**config.mk**
```make
export PLATFORM = sky130hd
export DESIGN_NAME = audio_i2s_tx
export DESIGN_NICKNAME = d
export VERILOG_FILES = /design/src/rtl/audio_i2s_tx.sv
export SDC_FILE = /design/constraint.sdc
export NUM_CORES = 1
export LEC_CHECK = 0
export CAP_MARGIN = 0
export CORE_MARGIN = 3
export CORE_UTILIZATION = 54
export CTS_BUF_LIST = sky130_fd_sc_hd__clkbuf_16
export DETAILED_ROUTE_END_ITERATION = 16
export GPL_TIMING_DRIVEN = 0
export MAX_ROUTING_LAYER = met4
export PLACE_DENSITY = 0.91
export SETUP_SLACK_MARGIN = 0.5
export SYNTH_ARGS = -nofsm -noshare
export SYNTH_HDL_FRONTEND = slang
export SYNTH_SLANG_ARGS = --single-unit
export TNS_END_PERCENT = 5
```
**constraint.sdc**
```tcl
create_clock -name clk -period 2 [get_ports clk]
set_input_delay 0.4 -clock clk [delete_from_list [all_inputs] [get_ports clk]]
set_output_delay 0.4 -clock clk [all_outputs]
set_load 0.05 [all_outputs]
```
**src/rtl/audio_i2s_tx.sv**
```systemverilog
// audio_i2s_tx: stereo 16-bit I2S transmitter.
// Each frame has 64 bit-clock slots. Left is sent in slots 1..16 and right in
// slots 33..48, MSB first, with the usual one-bit delay after the lrck edge.
// The upstream stage is asked for the next sample pair once per frame.
module audio_i2s_tx #(
  parameter int BCK_LOG2 = 3
) (
  input  logic        clk,
  input  logic        rst_n,
  input  logic        enable,
  input  logic [15:0] left_audio,
  input  logic [15:0] right_audio,
  output logic        next_sample,
  output logic        i2s_bck,
  output logic        i2s_lrck,
  output logic        i2s_data
);

  localparam int CW = 6 + BCK_LOG2;

  logic [CW-1:0] cnt_q, cnt_d;
  logic [63:0]   frame_q, frame_d;
  logic          next_sample_q, next_sample_d;
  logic          wrap;
  logic          phase_wrap;

  // The counter is at the last clk of the frame: the next enabled edge starts a new frame.
  assign wrap       = (cnt_q == {CW{1'b1}});
  // The counter is at the last clk of a slot: the next enabled edge starts a new slot.
  assign phase_wrap = (cnt_q[BCK_LOG2-1:0] == {BCK_LOG2{1'b1}});

  // Next state: advance the counter, load or shift the frame, and raise the request strobe.
  // Everything is forced to zero while the serializer is disabled.
  always_comb begin
    cnt_d         = '0;
    frame_d       = '0;
    next_sample_d = 1'b0;
    if (enable) begin
      cnt_d   = cnt_q + CW'(1);
      frame_d = frame_q;
      if (wrap) begin
        frame_d       = {1'b0, left_audio, 16'b0, right_audio, 15'b0};
        next_sample_d = 1'b1;
      end else if (phase_wrap) begin
        frame_d = {frame_q[62:0], 1'b0};
      end
    end
  end

  // State registers. Asynchronous reset clears the frame in flight with no strobe.
  always_ff @(posedge clk or negedge rst_n) begin
    if (!rst_n) begin
      cnt_q         <= '0;
      frame_q       <= '0;
      next_sample_q <= 1'b0;
    end else begin
      cnt_q         <= cnt_d;
      frame_q       <= frame_d;
      next_sample_q <= next_sample_d;
    end
  end

  // All outputs come straight from flops so that the I2S lines are glitch-free.
  assign i2s_bck     = cnt_q[BCK_LOG2-1];
  assign i2s_lrck    = cnt_q[CW-1];
  assign i2s_data    = frame_q[63];
  assign next_sample = next_sample_q;

endmodule

```
==> results of run 1 <==
[cells by family (layout without fill, tap and decap cells)]
| logic type | Yosys count | after routing |
|---|---|---|
| simple gates | 118 | 118 |
| flops | 59 | 59 |
| buf+inv | 21 | 95 |
| fa+ha+maj | 4 | 4 |
| compound gates | 53 | 53 |
| xor+xnor | 2 | 2 |
| mux | 32 | 32 |
[area by class of cell]
type	count	area share, %
Sequential cell	59	36.17
Multi-Input combinational cell	209	34.92
Timing Repair Buffer	58	15.16
Clock buffer	9	5.513
Buffer	20	5.390
Tap cell	67	2.052
Clock inverter	7	0.7044
Inverter	1	0.09188
[timing repair]
item | in CTS | in global routing
gates resized for setup | 44 | 73
gates cloned | 6 | 3
setup endpoints to repair | 53 | 54
setup buffers | 6 | 4
pin swaps | 4 | 6
hold buffers | 0 | 0
[state kept, by name, indices dropped and copies added (netlist names)]
signal,cells
frame_q,49
cnt_q,9
next_sample,1
[path summary, 6_finish.rpt]
check	start	slack, ns	endpoint
setup / recovery	cnt_q[1]	0.21	frame_q[26]
hold / removal	rst_n	0.03	frame_q[58]
setup reg to reg	cnt_q[1]	0.21	frame_q[26]
hold reg to reg	frame_q[40]	0.48	frame_q[40]
max in group asynchronous	rst_n	1.39	frame_q[40]
min in group clk	frame_q[40]	0.48	frame_q[40]
[worst max-delay path, cell delays in order, from the launching register on]
cell	delay, ns
dfrtp_1	0.38
ha_4	0.16
nand3_4	0.07
nor3_4	0.27
ha_4	0.25
buf_12	0.16
buf_8	0.11
o21ai_0	0.10
and2_1	0.17
[cell usage after synthesis, drive strengths merged]
library cell | count | area, µm²
a21boi | 2 | 15.01
a21oi | 1 | 5.000
and2 | 36 | 225.2
and3 | 1 | 6.260
buf | 13 | 101.3
clkbuf | 7 | 27.52
dfrtp | 59 | 1476
ha | 4 | 50.05
inv | 1 | 3.750
mux2i | 32 | 320.3
nand2 | 67 | 251.5
nand3 | 3 | 15.01
nand4 | 1 | 6.260
nor2b | 4 | 25.02
nor3 | 1 | 5.000
nor3b | 2 | 26.28
o21ai | 50 | 250.2
or2b | 1 | 7.510
or3 | 2 | 12.51
xnor2 | 2 | 17.52
[metal layers]
metal | vias to the layer above | routed length [µm] | GRT usage (%)
met5 | - | 0 | -
met4 | 0 | 185 | 12.76
met3 | 18 | 376 | 4.587
met2 | 81 | 4086 | 41.17
met1 | 1181 | 3110 | 28.66
li1 | 1106 | - | -
[per-stage QoR]
step | instance area, µm² | cells
global route | 4085 | 430
finish | 4085 | 430
CTS | 3812 | 423
global placement | 3346 | 394
detailed placement | 3361 | 395
floorplan | 2882 | 289
[power breakdown]
part | internal, µW | leakage [µW] | switching (µW) | total [µW]
registers | 1200 | 0.000821 | 6.37 | 1210
clock network | 808 | 0.000138 | 512 | 1320
logic | 102 | 0.000833 | 85.4 | 188
==> flow_summary.ini, run 1 <==
[critical_path]
critPathLaunchType = flip-flop
ff2ff_path_depth = 8
arrival_ns = 2.00
cp-end-kind = flip-flop
critPathKind = reg2reg
cp.required_ns = 2.21
cp_max_fo = 6

[placement]
post-place-ws_ns = 0.05722
io_buffers = 38
place_congestion = 0.7941
dp.final_hpwl_um = 4155

[grt]
grt_pass1_wl_um = 11460
grt_pass1_vias = 2424
grt_max_degree = 40
overflow = 0
grt_antenna_before_repair = 0
grtUsageTotal_pct = 24.77

[finish]
final_core_util_pct = 83.18
final_cell_mix = dfrtp_1, nand2_1, and2_1
antenna_cells = 0
synthToLayoutAreaGrowth_pct = 43.45
final_common_cell = dfrtp_1
drive_gt1_share_pct = 24.79
finalNetCount = 397
multiInputGateArea_um2 = 1426
seq_area_um2 = 1478
n_fill_cell = 263

[floorplan]
coreArea_um2 = 4911
start_util_pct = 57.99
die_area_um2 = 6181
fp.dieH_um = 78.62
pin_count = 39
die_x_um = 78.62
num_rows = 25

[pwr]
max-vdd-ir-drop_v = 0.0006962
power_uw = 2716
powerDensity_nw_per_um2 = 664.7
p_leak_uw = 0.001792

[yosys]
syn_avg_cell_area_um2 = 9.854
synth_xor_area_share_pct = 0.6151
synth_compound_area_share_pct = 9.490
netlist_area_um2 = 2848
synth_top_family_by_area = simple AND/OR/NAND/NOR gates
synth_seq_cells = 59
ys_seq_area_share_pct = 51.85
syn_inst = 289
yosys.area_share.simple_pct = 20.39
synth_cell_types = 25
syn-num-nets = 328
synth_warnings = 0
synthAdderAreaFrac_pct = 1.757
muxShareOfSynthArea_pct = 11.25

[job]
drv_cap = 0

[timing]
slew_viol_final = 0
skew_ns = 0.006567
min_period_ns = 1.790
fin_ws_ns = 0.2096
whs_ns = 0.03330
max_freq_mhz = 558.5
rsz0062_at_grt = true
worst_slew_pin_slew_ns = 0.5053
finalCritPeriodShare_pct = 89.52
slew_headroom_pct = 66.45
finalHoldViolations = 0
finalSetupViolCount = 0
tns_ns = 0

[clocking]
clkTransAtPathRegs_ns = 0.05
numCtsBuffers = 9
clkSinkCount = 59
cts_root_buffer = clkbuf_16
clockBufferDepth = 2
insertion_delay_ns = 0.33
cts_max_level = 3
cts_tree = built

[routing]
postRouteAntennaNets = 0
viasPerCell = 5.549
num_vias = 2386
remaining_drc_errors = 0
drt_iter0_drc = 223
firstDrtPassIters = 4
wl_per_cell_um = 18.04
routed_wl_um = 7759

[hold_path]
hp-class = in2async

[outcome]
status = finished clean
Note: power is estimated with default switching activity, not from simulation.
==> inputs of run 2 (changes only) <==
--- a/config.mk
+++ b/config.mk
@@ -7,12 +7,13 @@
 export LEC_CHECK = 0
 export CAP_MARGIN = 0
 export CORE_MARGIN = 3
-export CORE_UTILIZATION = 54
+export CORE_UTILIZATION = 30
 export CTS_BUF_LIST = sky130_fd_sc_hd__clkbuf_16
 export DETAILED_ROUTE_END_ITERATION = 16
+export DONT_BUFFER_PORTS = 1
 export GPL_TIMING_DRIVEN = 0
 export MAX_ROUTING_LAYER = met4
-export PLACE_DENSITY = 0.91
+export PLACE_DENSITY = 0.56
 export SETUP_SLACK_MARGIN = 0.5
 export SYNTH_ARGS = -nofsm -noshare
 export SYNTH_HDL_FRONTEND = slang
==> constraint.sdc (replaced) <==
create_clock -name clk -period 1.8 [get_ports clk]
set_input_delay 0.36 -clock clk [delete_from_list [all_inputs] [get_ports clk]]
set_output_delay 0.36 -clock clk [all_outputs]
set_load 0.05 [all_outputs]
==> flow_summary.ini, run 2 (synthesis results as in run 1) <==
[pwr]
p_switching_uw = 597.3
powerDensity_nw_per_um2 = 823.1
power_uw = 2867
p_comb_share_pct = 2.7
pwr-share-clk_pct = 50.3
power.internal_uw = 2270
pwr-share-seq_pct = 47.0
swShare_pct = 20.83
max-vdd-ir-drop_v = 0.0004548
p_leak_uw = 0.001446

[grt]
grt_pass1_vias = 2079
grt_antenna_before_repair = 0
grtUsageTotal_pct = 13.03
grt_max_degree = 60
grt_pass1_wl_um = 10410
overflow = 0

[finish]
antenna_cells = 0
multiInputGateArea_um2 = 1299
stdcell_area_um2 = 3483
final_cell_mix = nand2_1, dfrtp_1, o21ai_0
n_fill_cell = 899
largest_register_ffs = 49
finalNetCount = 345
seq_area_um2 = 1481
drive_gt1_share_pct = 13.83
regMostFlops = frame_q
synthToLayoutAreaGrowth_pct = 22.32
final_common_cell = nand2_1

[floorplan]
die_area_um2 = 10700
num_rows = 34
coreArea_um2 = 8976
fp.dieH_um = 103.4
die_x_um = 103.4
pin_count = 39
start_util_pct = 31.73

[clocking]
numCtsBuffers = 9
cts_tree = built
clkTransAtPathRegs_ns = 0.05
clkSinkCount = 59
insertion_delay_ns = 0.32
cts_max_level = 3
cts_root_buffer = clkbuf_16
clockBufferDepth = 2

[routing]
wl_per_cell_um = 13.33
remaining_drc_errors = 0
routed_wl_um = 5827
postRouteAntennaNets = 0
firstDrtPassIters = 4
num_vias = 1972
drt_iter0_drc = 74
viasPerCell = 4.513

[placement]
post-place-ws_ns = -0.1277
placedInstanceArea_um2 = 3039
io_buffers = 0
place_congestion = 0.7563
dp.final_hpwl_um = 3920

[timing]
slew_headroom_pct = 67.72
slew_viol_final = 0
tns_ns = 0
finalSetupViolCount = 0
finalCritPeriodShare_pct = 93.34
finalHoldViolations = 59
skew_ns = 0.005434
whs_ns = -0.2676
max_freq_mhz = 595.2
min_period_ns = 1.680
rsz0062_at_grt = true
fin_ws_ns = 0.1198
worst_slew_pin_slew_ns = 0.4842

[critical_path]
cp_max_fo = 10
critPathKind = reg2reg
critPathLaunchType = flip-flop
cp-end-kind = flip-flop
cp.required_ns = 2.00
arrival_ns = 1.88

[outcome]
violations = hold timing
status = complete, but fails checks

[hold_path]
hp-class = in2async

[job]
drv_cap = 0
run 2: cell count changes in the layout (fill, tap and decap cells not counted), sizes merged:
cell           change
clkbuf             -3
clkdlybuf4s50     -33
buf               -12
dlygate4sd2        -3
clkdlybuf4s15      -1
run 2: per-stage QoR:
stage          std cells  utilization, %
3_5_place_dp         415           33.86
3_3_place_gp         415           33.86
5_1_grt              437           38.81
2_1_floorplan        289               -
4_1_cts              435           37.80
6_report             437           38.81
run 2: path summary, 6_finish.rpt:
check	startpoint	end	slack [ns]	cells after the start
worst max-delay path	cnt_q[2]	frame_q[16]	0.12	7
worst min-delay path	rst_n	frame_q[59]	-0.27	0
worst max register to register	cnt_q[2]	frame_q[16]	0.12	7
worst min register to register	frame_q[35]	frame_q[35]	0.47	2
max in group asynchronous	rst_n	frame_q[50]	1.97	0
min in group clk	enable	cnt_q[6]	0.19	1
run 2: power by group through the flow:
stage	clock network (µW)	registers [µW]	logic, µW
finish	1440	1350	78.1
global route	1550	1350	89.0
CTS	1490	1350	68.4
detailed placement	0	1370	61.5
global placement	0	1370	61.1
floorplan	0	1370	45.8
run 2: routing by layer:
metal | global-route usage (%) | routed length (µm) | up-vias
li1 | - | - | 991
met1 | 17.35 | 2783 | 940
met2 | 18.38 | 2650 | 36
met3 | 5.231 | 367 | 5
met4 | 3.586 | 26 | 0
met5 | - | 0 | -
run 2: area by class of cell:
class | instances | share of cell area (%)
Inverter | 1 | 0.1078
Tap cell | 126 | 4.526
Clock inverter | 7 | 0.8261
Timing Repair Buffer | 6 | 1.401
Buffer | 20 | 6.861
Clock buffer | 9 | 6.466
Multi-Input combinational cell | 209 | 37.28
Sequential cell | 59 | 42.53
run 2: timing repair:
| action | 4_1_cts | 5_1_grt |
|---|---|---|
| pin swaps | 3 | 1 |
| setup buffers | 4 | 2 |
| hold endpoints to repair | 59 | 59 |
| endpoints found under the setup margin | 56 | 56 |
| resized for setup | 14 | 25 |
run 2: worst max-delay path, stage by stage, from the launching register on:
cell and delay (ns):
dfrtp_4 0.55, nand3_4 0.11, nor3_4 0.17, ha_4 0.19, buf_12 0.14, buf_8 0.13, o21ai_0 0.09, and2_1 0.17
==> inputs of run 3 (changes only) <==
--- a/config.mk
+++ b/config.mk
@@ -5,15 +5,16 @@
 export SDC_FILE = /design/constraint.sdc
 export NUM_CORES = 1
 export LEC_CHECK = 0
+export ABC_AREA = 1
 export CAP_MARGIN = 0
 export CORE_MARGIN = 3
-export CORE_UTILIZATION = 30
+export CORE_UTILIZATION = 45
 export CTS_BUF_LIST = sky130_fd_sc_hd__clkbuf_16
 export DETAILED_ROUTE_END_ITERATION = 16
 export DONT_BUFFER_PORTS = 1
 export GPL_TIMING_DRIVEN = 0
 export MAX_ROUTING_LAYER = met4
-export PLACE_DENSITY = 0.56
+export PLACE_DENSITY = 0.72
 export SETUP_SLACK_MARGIN = 0.5
 export SYNTH_ARGS = -nofsm -noshare
 export SYNTH_HDL_FRONTEND = slang
==> flow_summary.ini, run 3 <==
[clocking]
clkSinkCount = 59
cts_tree = built
clockBufferDepth = 2
cts_max_level = 3
numCtsBuffers = 9
cts_root_buffer = clkbuf_16
insertion_delay_ns = 0.32
clkTransAtPathRegs_ns = 0.05

[floorplan]
start_util_pct = 47.84
num_rows = 27
coreArea_um2 = 5675
pin_count = 39
die_x_um = 83.68
fp.dieH_um = 83.68
die_area_um2 = 7002

[timing]
fin_ws_ns = -0.1816
skew_ns = 0.005096
finalSetupViolCount = 49
whs_ns = -0.2641
worst_slew_pin_slew_ns = 0.3455
finalHoldViolations = 59
max_freq_mhz = 504.6
finalCritPeriodShare_pct = 110.1
min_period_ns = 1.982
slew_viol_final = 0
slew_headroom_pct = 76.97
rsz0062_at_grt = true

[yosys]
yosys.area_share.simple_pct = 24.84
synth_xor_area_share_pct = 0.6452
synth_area_leaders = dfrtp_1, nand2_1, or2_2
ys_seq_area_share_pct = 54.38
synth_seq_cells = 59
synth_cell_types = 20
synth_top_family_by_area = simple AND/OR/NAND/NOR gates
syn-num-nets = 342
syn_avg_cell_area_um2 = 8.961
netlist_area_um2 = 2715
synthAdderAreaFrac_pct = 1.843
synth_compound_area_share_pct = 11.98
synth_common_cells = nand2_1, dfrtp_1, o21ai_0
synth_top_area_share_pct = 54.38
synth_warnings = 0
muxShareOfSynthArea_pct = 0
synth_top_cell_by_area = dfrtp_1
synthArstFlopShare_pct = 100.0
synth_ff_type = dfrtp_1
synth-edff-count = 0
syn_inst = 303
synth_most_common_cell = nand2_1

[finish]
n_fill_cell = 471
regMostFlops = frame_q
finalNetCount = 371
final_cell_mix = nand2_1, dfrtp_1, o21ai_1
largest_register_ffs = 49
final_common_cell = nand2_1
final_cells = 408
antenna_cells = 0
synthToLayoutAreaGrowth_pct = 30.05
drive_gt1_share_pct = 40.77

[hold_path]
hp-class = in2async

[critical_path]
ff2ff_path_depth = 13
critPathLaunchType = flip-flop
slowest_delay_ns = 0.41
path_delay_family = simple AND/OR/NAND/NOR gates
crit_chain = ha_2 -> nand3_4 -> nor2_4 -> nand2_2 -> nor2_4 -> ha_4 -> inv_4 -> nand3b_4 -> inv_2 -> buf_8 -> buf_6 -> nand2_2 -> o21ai_1
regToRegStartpoint = cnt_q[0]
path_depth = 13
cp-end-kind = flip-flop
r2r-end = frame_q[61]
cp_slowest_cell = dfrtp_1
critPathKind = reg2reg
cp_max_fo = 6
cp_num_buf_inv = 4
cp.required_ns = 1.99
arrival_ns = 2.17
crit_end = frame_q[61]
startpoint = cnt_q[0]
reg2reg_slack_ns = -0.18

[pwr]
powerDensity_nw_per_um2 = 859.8
p_leak_uw = 0.001740
max-vdd-ir-drop_v = 0.001143
power_uw = 3036

[routing]
drt_iter0_drc = 140
routed_wl_um = 6099
remaining_drc_errors = 0
num_vias = 2112
postRouteAntennaNets = 0
viasPerCell = 5.176
firstDrtPassIters = 4
wl_per_cell_um = 14.95

[outcome]
status = complete, but fails checks
violations = hold timing, setup timing

[placement]
io_buffers = 0
post-place-ws_ns = -0.2459
place_congestion = 0.7830
dp.final_hpwl_um = 3562
post-place-cells = 375

[grt]
grt_pass1_wl_um = 10120
grt_antenna_before_repair = 0
grtUsageTotal_pct = 18.62
overflow = 0
grt_max_degree = 60
grt_pass1_vias = 2144

[job]
drv_cap = 0
-- run 3: cell families after synthesis --
| group | Yosys count |
|---|---|
| compound gates | 65 |
| flops | 59 |
| buf+inv | 29 |
| fa+ha+maj | 4 |
| xor+xnor | 2 |
| simple gates | 144 |
-- run 3: stage by stage --
stage	util [%]	setup TNS (ns)	cell area, µm²
6_report	62.21	-7.501	3531
3_5_place_dp	49.67	-10.07	2819
5_1_grt	62.21	-13.19	3531
2_1_floorplan	-	-1.009	2729
3_3_place_gp	49.67	-9.605	2819
4_1_cts	58.49	-5.876	3319
-- run 3: what timing repair did --
item,in CTS,in global routing
hold endpoints to repair,59,59
gates cloned,2,0
setup endpoints to repair,54,54
setup buffers,15,1
pin swaps,12,8
resized for setup,34,86
-- run 3: where the power goes --
part	internal, µW	leakage (µW)	switching [µW]	total (µW)
Combinational	45.7	0.000781	68.5	114
Clock	1040	0.000143	537	1570
Sequential	1340	0.000816	12.2	1350
Total	2420	0.00174	618	3040
-- run 3: how the worst min path moves through the flow --
stage / end / slack, ns / cells past startpoint
after floorplan: cnt_q[0] / 0.06 / 0
final: frame_q[47] / -0.26 / 0
after CTS: cnt_q[0] / -0.28 / 0
after global placement: cnt_q[2] / 0.07 / 0
after global routing: cnt_q[0] / -0.28 / 0
after detailed placement: cnt_q[2] / 0.07 / 0
-- run 3: cell type report --
cell class	instances	area, µm²	share of cell area [%]
Multi-Input combinational cell	215	1270	35.97
Timing Repair Buffer	18	196.4	5.563
Tap cell	72	90.09	2.551
Buffer	18	173.9	4.926
Clock inverter	6	50.05	1.417
Sequential cell	59	1481	41.96
Inverter	11	43.79	1.240
Clock buffer	9	225.2	6.378
-- run 3: worst register-to-register path: cells and delay by family, from the launching register on --
family / cells / cell delay, ns
AO/OA/AOI/OAI: 1 / 0.06
adder cells (fa/ha/maj): 2 / 0.41
buffers and inverters: 4 / 0.38
flip-flops: 1 / 0.41
AND/OR/NAND/NOR: 6 / 0.59
-- run 3: routing by layer --
layer	vias up	part of all wire, %	global-route usage, %
li1	1041	-	-
met1	1023	43	22.17
met2	44	51	29.65
met3	4	5.3	7.404
met4	0	0.72	4.825
met5	-	0	-
